===== config.mk =====
export PLATFORM = sky130hd
export DESIGN_NAME = ddr4_cmd_monitor
export DESIGN_NICKNAME = d
export VERILOG_FILES = /design/src/rtl/ddr4_mon_pkg.sv /design/src/rtl/ddr4_mon_bank.sv /design/src/rtl/ddr4_cmd_monitor.sv
export SDC_FILE = /design/constraint.sdc
export NUM_CORES = 1
export LEC_CHECK = 0
export BUFFER_PORTS_ARGS = -buffer_cell sky130_fd_sc_hd__buf_4
export CAP_MARGIN = 20
export CORE_UTILIZATION = 55
export CTS_CLUSTER_DIAMETER = 50
export DETAILED_ROUTE_END_ITERATION = 6
export GPL_TIMING_DRIVEN = 1
export HOLD_SLACK_MARGIN = 0.1
export PLACE_DENSITY = 0.72
export SLEW_MARGIN = 20
export SYNTH_ARGS = -nofsm -noshare
export SYNTH_HDL_FRONTEND = slang
export SYNTH_SLANG_ARGS = --single-unit
export TNS_END_PERCENT = 100

===== constraint.sdc =====
create_clock -name c0_ddr4_ck_t -period 3.09 [get_ports c0_ddr4_ck_t]
set_input_delay 0.4635 -clock c0_ddr4_ck_t [delete_from_list [all_inputs] [get_ports c0_ddr4_ck_t]]
set_output_delay 0.4635 -clock c0_ddr4_ck_t [all_outputs]
set_load 0.01 [all_outputs]

===== src/rtl/ddr4_mon_pkg.sv =====
// Shared types and constants for the DDR4 command monitor: command codes,
// per-bank state encoding, error-bit positions and the RD/WR column mask.
package ddr4_mon_pkg;

    typedef enum logic [3:0] {
        CMD_NOP  = 4'd0,
        CMD_ACT  = 4'd1,
        CMD_MRS  = 4'd2,
        CMD_REF  = 4'd3,
        CMD_PRE  = 4'd4,
        CMD_PREA = 4'd5,
        CMD_RFU  = 4'd6,
        CMD_WR   = 4'd7,
        CMD_RD   = 4'd8,
        CMD_ZQC  = 4'd9
    } cmd_code_e;

    typedef enum logic [1:0] {
        BANK_IDLE        = 2'd0,
        BANK_ACTIVATING  = 2'd1,
        BANK_ACTIVE      = 2'd2,
        BANK_PRECHARGING = 2'd3
    } bank_state_e;

    localparam int ERR_RW_CLOSED = 0;
    localparam int ERR_RW_EARLY  = 1;
    localparam int ERR_ACT_OPEN  = 2;
    localparam int ERR_ACT_EARLY = 3;
    localparam int ERR_MULTI_CS  = 4;
    localparam int ERR_REF_OPEN  = 5;
    localparam int ERR_W         = 6;

    // Keeps A16..A14 and A10..A0; drops the row-only bits A13..A11.
    localparam logic [16:0] COL_MASK = 17'h1C7FF;

    function automatic cmd_code_e decode_cmd(input logic act_n, input logic [16:0] adr);
        cmd_code_e code;
        if (!act_n) begin
            code = CMD_ACT;
        end else begin
            case (adr[16:14])
                3'b000:  code = CMD_MRS;
                3'b001:  code = CMD_REF;
                3'b010:  code = adr[10] ? CMD_PREA : CMD_PRE;
                3'b011:  code = CMD_RFU;
                3'b100:  code = CMD_WR;
                3'b101:  code = CMD_RD;
                3'b110:  code = CMD_ZQC;
                default: code = CMD_NOP;
            endcase
        end
        return code;
    endfunction

endpackage


===== src/rtl/ddr4_mon_bank.sv =====
// Timing tracker for one (rank, bank group, bank): state plus a shared
// tRCD/tRP countdown; flags illegal commands combinationally in the bus cycle.
module ddr4_mon_bank
    import ddr4_mon_pkg::*;
#(
    parameter int TRCD = 16,
    parameter int TRP  = 16
) (
    input  logic       clk,
    input  logic       rst,
    input  logic       act,
    input  logic       pre,
    input  logic       rdwr,
    output logic       not_idle,
    output logic [3:0] err
);

    localparam int CNT_MAX = (TRCD > TRP) ? TRCD : TRP;
    localparam int CNT_W   = $clog2(CNT_MAX + 1);
    localparam logic [CNT_W-1:0] TRCD_LOAD = CNT_W'(TRCD - 1);
    localparam logic [CNT_W-1:0] TRP_LOAD  = CNT_W'(TRP - 1);

    bank_state_e      state, state_nxt;
    logic [CNT_W-1:0] cnt, cnt_nxt;
    logic             cnt_zero;

    assign cnt_zero = (cnt == '0);
    assign not_idle = (state != BANK_IDLE);

    always_ff @(posedge clk) begin
        if (rst) begin
            state <= BANK_IDLE;
            cnt   <= '0;
        end else begin
            state <= state_nxt;
            cnt   <= cnt_nxt;
        end
    end

    always_comb begin
        state_nxt = state;
        cnt_nxt   = cnt;
        err       = '0;
        case (state)
            BANK_IDLE: begin
                if (act) begin
                    state_nxt = BANK_ACTIVATING;
                    cnt_nxt   = TRCD_LOAD;
                end else if (rdwr) begin
                    err[ERR_RW_CLOSED] = 1'b1;
                end
            end
            BANK_ACTIVATING: begin
                if (pre) begin
                    state_nxt = BANK_PRECHARGING;
                    cnt_nxt   = TRP_LOAD;
                end else begin
                    // Illegal ACT/RD/WR here must not disturb the tRCD countdown.
                    err[ERR_ACT_OPEN] = act;
                    err[ERR_RW_EARLY] = rdwr && !cnt_zero;
                    if (cnt_zero) state_nxt = BANK_ACTIVE;
                    else          cnt_nxt   = cnt - 1'b1;
                end
            end
            BANK_ACTIVE: begin
                if (pre) begin
                    state_nxt = BANK_PRECHARGING;
                    cnt_nxt   = TRP_LOAD;
                end else begin
                    err[ERR_ACT_OPEN] = act;
                end
            end
            BANK_PRECHARGING: begin
                if (act) begin
                    // An early ACT is flagged but the bank still opens.
                    err[ERR_ACT_EARLY] = !cnt_zero;
                    state_nxt          = BANK_ACTIVATING;
                    cnt_nxt            = TRCD_LOAD;
                end else begin
                    err[ERR_RW_CLOSED] = rdwr;
                    if (cnt_zero) state_nxt = BANK_IDLE;
                    else          cnt_nxt   = cnt - 1'b1;
                end
            end
            default: begin
                state_nxt = BANK_IDLE;
                cnt_nxt   = '0;
            end
        endcase
    end

endmodule


===== src/rtl/ddr4_cmd_monitor.sv =====
// Passive DDR4 command-bus monitor: decodes commands, tracks per-bank timing,
// and records protocol errors. Define DDR4_MON_STATS_EN for ACT/RD/WR counters.
module ddr4_cmd_monitor
    import ddr4_mon_pkg::*;
#(
    parameter int RANKS   = 1,
    parameter int BG_BITS = 1,
    parameter int TRCD    = 16,
    parameter int TRP     = 16
) (
    input  logic               c0_ddr4_ck_t,
    input  logic               sys_reset,
    input  logic               c0_ddr4_cke,
    input  logic [RANKS-1:0]   c0_ddr4_cs_n,
    input  logic               c0_ddr4_act_n,
    input  logic [16:0]        c0_ddr4_adr,
    input  logic [1:0]         c0_ddr4_ba,
    input  logic [BG_BITS-1:0] c0_ddr4_bg,
    input  logic               err_clr,
    output logic               cmd_valid,
    output logic [3:0]         cmd_code,
    output logic [1:0]         cmd_rank,
    output logic [16:0]        cmd_col,
    output logic [5:0]         err_sticky,
    output logic [15:0]        err_count
`ifdef DDR4_MON_STATS_EN
    ,
    output logic [31:0]        act_count,
    output logic [31:0]        rd_count,
    output logic [31:0]        wr_count
`endif
);

    localparam int NBG   = 1 << BG_BITS;
    localparam int BPR   = NBG * 4;
    localparam int NBANK = RANKS * BPR;

    logic [RANKS-1:0] cs_low;
    logic [2:0]       n_low;
    logic [1:0]       rank_p0;
    logic             single_p0, multi_p0, dec_valid_p0;
    cmd_code_e        dec_code_p0;
    logic             is_act, is_pre, is_prea, is_rdwr, is_ref;
    logic [NBANK-1:0] bank_busy;
    logic [3:0]       bank_err [NBANK];
    logic [3:0]       bank_err_any;
    logic [3:0]       rank_busy;
    logic [ERR_W-1:0] new_err_p0;
    logic             any_err_p0;

    // Stage p0: combinational decode of the current bus cycle
    assign cs_low = ~c0_ddr4_cs_n;

    always_comb begin
        n_low   = '0;
        rank_p0 = '0;
        for (int r = 0; r < RANKS; r++) begin
            n_low = n_low + {2'b00, cs_low[r]};
            if (cs_low[r]) rank_p0 = 2'(r);
        end
    end

    assign single_p0    = c0_ddr4_cke && (n_low == 3'd1);
    assign multi_p0     = c0_ddr4_cke && (n_low > 3'd1);
    assign dec_code_p0  = decode_cmd(c0_ddr4_act_n, c0_ddr4_adr);
    assign dec_valid_p0 = single_p0 && (dec_code_p0 != CMD_NOP);

    assign is_act  = dec_valid_p0 && (dec_code_p0 == CMD_ACT);
    assign is_pre  = dec_valid_p0 && (dec_code_p0 == CMD_PRE);
    assign is_prea = dec_valid_p0 && (dec_code_p0 == CMD_PREA);
    assign is_ref  = dec_valid_p0 && (dec_code_p0 == CMD_REF);
    assign is_rdwr = dec_valid_p0 && ((dec_code_p0 == CMD_RD) || (dec_code_p0 == CMD_WR));

    for (genvar i = 0; i < NBANK; i++) begin : g_bank
        localparam int R = i / BPR;
        localparam int G = (i / 4) % NBG;
        localparam int B = i % 4;
        logic hit_rank, hit_bank;

        assign hit_rank = (rank_p0 == 2'(R));
        assign hit_bank = hit_rank && (c0_ddr4_bg == BG_BITS'(G)) && (c0_ddr4_ba == 2'(B));

        ddr4_mon_bank #(
            .TRCD (TRCD),
            .TRP  (TRP)
        ) u_bank (
            .clk      (c0_ddr4_ck_t),
            .rst      (sys_reset),
            .act      (is_act && hit_bank),
            .pre      ((is_pre && hit_bank) || (is_prea && hit_rank)),
            .rdwr     (is_rdwr && hit_bank),
            .not_idle (bank_busy[i]),
            .err      (bank_err[i])
        );
    end

    always_comb begin
        bank_err_any = '0;
        for (int i = 0; i < NBANK; i++) bank_err_any = bank_err_any | bank_err[i];
    end

    always_comb begin
        rank_busy = '0;
        for (int r = 0; r < RANKS; r++) rank_busy[r] = |bank_busy[r*BPR +: BPR];
    end

    always_comb begin
        new_err_p0               = '0;
        new_err_p0[3:0]          = bank_err_any;
        new_err_p0[ERR_MULTI_CS] = multi_p0;
        new_err_p0[ERR_REF_OPEN] = is_ref && rank_busy[rank_p0];
    end

    assign any_err_p0 = |new_err_p0;

    // Stage p1: registered command report and error bookkeeping
    always_ff @(posedge c0_ddr4_ck_t) begin
        if (sys_reset) begin
            cmd_valid  <= 1'b0;
            cmd_code   <= '0;
            cmd_rank   <= '0;
            cmd_col    <= '0;
            err_sticky <= '0;
            err_count  <= '0;
        end else begin
            cmd_valid  <= dec_valid_p0;
            cmd_code   <= dec_valid_p0 ? dec_code_p0 : CMD_NOP;
            cmd_rank   <= dec_valid_p0 ? rank_p0 : 2'd0;
            cmd_col    <= !dec_valid_p0 ? 17'd0 :
                          is_rdwr ? (c0_ddr4_adr & COL_MASK) : c0_ddr4_adr;
            err_sticky <= (err_clr ? '0 : err_sticky) | new_err_p0;
            if (err_clr)
                err_count <= {15'd0, any_err_p0};
            else if (any_err_p0 && (err_count != 16'hFFFF))
                err_count <= err_count + 16'd1;
        end
    end

`ifdef DDR4_MON_STATS_EN
    always_ff @(posedge c0_ddr4_ck_t) begin
        if (sys_reset) begin
            act_count <= '0;
            rd_count  <= '0;
            wr_count  <= '0;
        end else begin
            if (is_act && (act_count != '1)) act_count <= act_count + 32'd1;
            if (dec_valid_p0 && (dec_code_p0 == CMD_RD) && (rd_count != '1))
                rd_count <= rd_count + 32'd1;
            if (dec_valid_p0 && (dec_code_p0 == CMD_WR) && (wr_count != '1))
                wr_count <= wr_count + 32'd1;
        end
    end
`endif

endmodule


Word-level counts from Yosys, hierarchy flattened
Cells that the tools add are included.
{"block": "classes", "mux": 190, "addsub": 9, "reduce_logical": 116, "n_shift": 0, "n_eq_ne": 72, "n_bitwise": 11, "n_lt_le_gt_ge": 1, "div_mod_pow": 0, "n_mul": 0}
{"operator": "$mux W5", "n": 40}
{"operator": "$pmux W5 S4", "n": 8}
{"operator": "$mux W2", "n": 56}
{"operator": "$pmux W2 S4", "n": 8}
{"operator": "$mux W1", "n": 59}
{"operator": "$logic_and A1 B1 Y1", "n": 50}
{"operator": "$ne A3 B1 Y1 const B", "n": 16}
{"operator": "$logic_not A5 Y1", "n": 8}
{"operator": "$sub A5 B1 Y5 const B", "n": 8}
{"operator": "$eq A2 B2 Y1 const B", "n": 18}
{"operator": "$ne A2 B1 Y1 const B", "n": 16}
{"operator": "$pmux W1 S2", "n": 16}
{"operator": "$reduce_and A4 Y1", "n": 8}
{"operator": "$or A4 B4 Y4", "n": 7}
{"operator": "$pmux W4 S7", "n": 1}
{"operator": "$eq A2 B1 Y1 const B", "n": 9}
{"operator": "$logic_not A2 Y1", "n": 9}
{"operator": "$reduce_bool A2 Y1", "n": 9}
{"operator": "$add A16 B1 Y16 const B", "n": 1}
{"operator": "$ne A16 B16 Y1 const B", "n": 1}
{"operator": "$reduce_and A2 Y1", "n": 8}
{"operator": "$eq A4 B3 Y1 const B", "n": 3}
{"operator": "$eq A3 B3 Y1 const B", "n": 3}
{"operator": "$logic_or A1 B1 Y1", "n": 9}
{"operator": "17 further kinds", "n": 28}
{"block": "totals", "mem_bits_ro": 0, "register_bits": 100, "mem_bits_rw": 0, "n_memories": 0, "latch_bits": 0, "in_bits": 26, "word_cells": 422}

Logic depth before layout (Yosys ltp)
{"block": "logic_depth", "ltp_word": 21, "mapped_depth": 11}

Hierarchy
Synthesis repeated with hierarchy kept, for this count alone.
{"block": "unflattened", "cells_unflattened": 744, "area_unflattened_um2": 6382.4}
{"module": "ddr4_mon_bank", "cells_each": 62, "instances": 8, "area_per_inst_um2": 533.0}
{"module": "ddr4_cmd_monitor", "cells_each": 248, "instances": 1, "area_per_inst_um2": 2118.3}

Least setup slack after synthesis
Ideal clock, no wire load.
{"block": "synth_timing", "path_type": "flip-flop to flip-flop", "start": "register g_bank[5].u_bank.state[0]", "end": "register err_count[12]", "arrival_ns": 2.231, "path_stages_with_launch": 11, "setup_time_ns": 0.073, "synth_period_minus_slack_ns": 2.304, "setup_slack_ns": 0.786, "cell_sequence": "dfxtp_1 > inv_1 > ha_1 > mux4_1 > mux2i_1 > nand2_1 > nand2_1 > nor4_4 > buf_6 > or4_1 > a21oi_1"}
{"block": "synth_between", "elab_chain_len": 7}
{"element": "start, declared", "line_no": "ddr4_mon_bank.sv:23", "text": "bank_state_e state, state_nxt;"}
{"element": "start signal, assigned", "line_no": "ddr4_mon_bank.sv:35", "text": "state <= state_nxt;"}
{"element": "$eq A2 B2 Y1 (tied with other cells)", "line_no": "ddr4_mon_bank.sv:44", "text": "case (state)"}
{"element": "$pmux W1 S2 / $mux W1 (equally long branches)", "line_no": "ddr4_mon_bank.sv:44"}
{"element": "$or A4 B4 Y4 (3 in a row)", "line_no": "ddr4_cmd_monitor.sv:99", "text": "for (int i = 0; i < NBANK; i++) bank_err_any = bank_err_any | bank_err[i];"}
{"element": "$reduce_or A6 Y1 (*)", "line_no": "ddr4_cmd_monitor.sv:114", "text": "assign any_err_p0 = |new_err_p0;"}
{"element": "$logic_and A1 B1 Y1 (*)", "line_no": "ddr4_cmd_monitor.sv:134", "text": "else if (any_err_p0 && (err_count != 16'hFFFF))"}
{"element": "end signal, assigned", "line_no": "ddr4_cmd_monitor.sv:133", "text": "err_count <= {15'd0, any_err_p0};"}
{"element": "end signal, assigned", "line_no": "ddr4_cmd_monitor.sv:135", "text": "err_count <= err_count + 16'd1;"}
{"element": "end, declared", "line_no": "ddr4_cmd_monitor.sv:25", "text": "output logic [15:0] err_count"}
Mark *: on every way between the ends. The rest lies on a longest branch, timed or not.
A chain may end at the register's enable or synchronous reset.

Worst setup path after layout
{"block": "layout_timing", "start": "register g_bank[5].u_bank.state[0]", "end": "register err_count[3]"}
Same word-level chain as after synthesis.

==> flow_summary.yaml <==
grt:
  antenna_found_initial: 0
  grt-ovfl-total: 0
  grt_max_degree: 46
  grt_pass1_vias: 4841
  grt_pass1_wl_um: 22900
  track_usage: 0.255
place:
  hpwl_um: 10300
  place.gp.congestion: 0.902
  dp_cells: 882
  io_buffers: 69
synth:
  ys_types: 68
  yosys_register_bits: 100
  yosysSeqAreaShare: 0.339
  synthArstFlopShare: 0
  ys.flop_type: "dfxtp_1"
  synth_edf_count: 0
  yosysWarnings: 0
  synthCells: 689
  synth_area_um2: 5900
  avgSynthCellArea_um2: 8.56
cts:
  ctsResizeCount: 0
  cts-hold-fix-buffers: 0
  path_clk_slew_ns: 0.10
  cts.htree.levels: 3
  postCtsSetupBuffers: 0
  clk_latency_ns: 0.39
  max-clock-path-buffers: 2
  root_buffer: "clkbuf_8"
  cts-buffers-inserted: 9
  cts_num_sinks: 100
  cts_tree: "built"
routing:
  drt_iter0_drc: 455
  wl_um: 13800
  vias: 5352
  post_drt_wl_per_cell_um: 15.4
  viasPerCell: 5.96
  drc: 0
  dr.pass1.iters: 5
  ant_nets: 0
die:
  core-area_um2: 10400
  start_util: 0.569
  fp.dieArea_um2: 11100
  ios: 72
  die_y_um: 106
  dieWidth_um: 106
  rows: 37
timing:
  tightest_slew_ns: 0.616
  timing.hold.ws_ns: 0.275
  slew_violations: 0
  finalSetupViolCount: 0
  hold_violations: 0
  max_freq_mhz: 362
  finalCriticalPeriod_ns: 2.76
  rsz0062_at_grt: "no"
  tns_ns: 0
  finalCritPeriodShare: 0.895
  skew_ns: 0.0130
  relSlewSlack: 0.588
worst_setup_path:
  cp.required_ns: 3.41
  crit_start: "g_bank[5].u_bank.state[0]"
  cp_max_fo: 32
  critical_path_buf_inv_count: 2
  crit_type: "register to register"
  crit_family: "simple AND/OR/NAND/NOR gates"
  worstPathArrival_ns: 3.09
  critPathLaunchType: "register"
  critPathSlowestCell: "or4_1"
  reg2reg_from: "g_bank[5].u_bank.state[0]"
  crit_chain: "inv_1 -> ha_1 -> mux4_1 -> mux2i_1 -> nand2_1 -> nand2_1 -> nor4_4 -> buf_4 -> or4_1 -> a21oi_1"
  crit_top_cell: "nand2_1"
  slowest_delay_ns: 0.53
  cp-end-kind: "register"
pwr:
  p_int_w: 0.00287
  p_seq_frac: 0.358
  p_sw_frac: 0.406
  p_leak_nw: 2.76
  ir_worst_vdd_v: 0.000466
  p_per_area_nw_per_um2: 719
  p_sw_w: 0.00197
  comb_power_share: 0.459
  clkPwrFrac: 0.183
final_layout:
  drive_above_1_share: 0.161
  nets: 831
  fill_cells: 868
  instances_no_fill: 898
  area_growth_pct: 14.2
  num_antenna_cells: 0
flow_run:
  cap_violations: 0
outcome:
  outcome: "finished, final reports clean"
min_path:
  hp-start: "c0_ddr4_adr[8]"
  worstHoldPathType: "input port to register"
cells in the mapped netlist, drive strengths merged (2+ instances only):
cell    instances  area (um^2)
o21a            4         30.0
nand2          40          150
nor3b          11         82.6
nor3           24          120
ha             48          601
or3            26          163
a22oi           9         72.6
inv            62          233
nand4           8         50.1
a22o           18          158
o22a            4         35.0
o211ai          7         52.6
a311oi          8         76.3
buf            12          100
a21o            4         30.0
o32ai           7         61.3
nor4            3         33.8
nor4b           8          164
a31oi           5         31.3
or2             3         18.8
mux2i           9         90.1
nand3          17         85.1
nor2           54          203
nor2b           4         25.0
o31ai           4         30.0
nand3b          2         15.0
nand2b          2         12.5
o21ai          46          253
or4             7         52.6
o22ai           6         37.5
mux4            2         48.8
and2           18          113
a211oi         18          135
and3            8         50.1
dfxtp         100         2000
a21oi          51          278
clkbuf         12         45.0
o41ai           2         17.5
stage by stage:
stage	utilization	total power [W]	cell area, um^2	worst slack, ns
2_1_floorplan	-	0.00341	5900	0.786
3_3_place_gp	0.629	0.00383	6530	0.486
3_5_place_dp	0.629	0.00393	6530	0.378
4_1_cts	0.649	0.00483	6730	0.357
5_1_grt	0.649	0.00522	6730	0.172
6_report	0.649	0.00484	6730	0.325
cell families (layout without fill, tap and decap cells):
family / Yosys count / after routing / synth area share
and+or+nand+nor: 240 / 240 / 0.235
adders and majority gates: 48 / 48 / 0.102
DFF: 100 / 100 / 0.339
xor gates and xnor gates: 1 / 1 / 0.00149
AOI/OAI and AO/OA: 202 / 202 / 0.234
other: 1 / 2 / 0.000636
buffers and inverters: 86 / 158 / 0.0641
muxes: 11 / 11 / 0.0235
placed cells by master, fill, tap and decap left out, types with 3 or more instances in the layout:
cell type	count
a211oi_1	18
ha_1	48
o21a_1	4
buf_4	80
and3_1	8
inv_1	62
a311oi_1	7
nand4_1	8
nand3_1	17
and2_1	17
a22o_1	18
nor3_1	24
a21o_1	4
o22ai_1	6
nor2_1	54
nor2b_1	4
a21oi_2	6
clkbuf_8	10
mux2i_1	9
o21ai_2	6
or3_1	26
inv_6	3
a22oi_1	8
o31ai_1	4
nor4b_2	3
a31oi_1	5
nor4b_4	5
o22a_1	4
a21oi_1	45
o32ai_1	7
o21ai_0	38
nand2_1	40
o211ai_1	7
nor3b_1	11
or4_1	7
dfxtp_1	100
routing by layer:
metal,GRT usage,share of wire,wire [um]
met5,0,0,0
met4,0.0982,0.021,291
met2,0.422,0.47,6460
met1,0.332,0.46,6340
met3,0.0421,0.052,714
state kept, by name, summed over array words and instances, names as in the netlist:
name and cells:
cmd_code 4, cmd_col 17, cmd_valid 1, err_count 16, err_sticky 6, g_bank.u_bank.cnt 40
g_bank.u_bank.state 16
path summary, 6_finish.rpt:
kind                                   to  slack [ns]  cells past startpoint
setup / recovery             err_count[3]        0.33                     10
hold / removal                 cmd_col[8]        0.28                      2
setup reg to reg             err_count[3]        0.33                     10
hold reg to reg   g_bank[7].u_bank.cnt[0]        0.47                      1
layout make-up:
class	instances	area (um^2)	share of cell area
Tap cell	136	170	0.0253
Timing Repair Buffer	80	601	0.0892
Inverter	62	233	0.0346
Multi-Input combinational cell	504	3520	0.523
Sequential cell	100	2000	0.297
Clock buffer	11	141	0.0210
Clock inverter	5	65.1	0.00966
power groups by stage:
stage          Clock [W]  Sequential (W)  Combinational, W
2_1_floorplan          0         0.00171           0.00170
3_3_place_gp           0         0.00173           0.00210
3_5_place_dp           0         0.00176           0.00217
4_1_cts         0.000908         0.00173           0.00219
5_1_grt         0.000957         0.00177           0.00250
6_report        0.000888         0.00173           0.00222
Power figures use the tool's default switching activity.
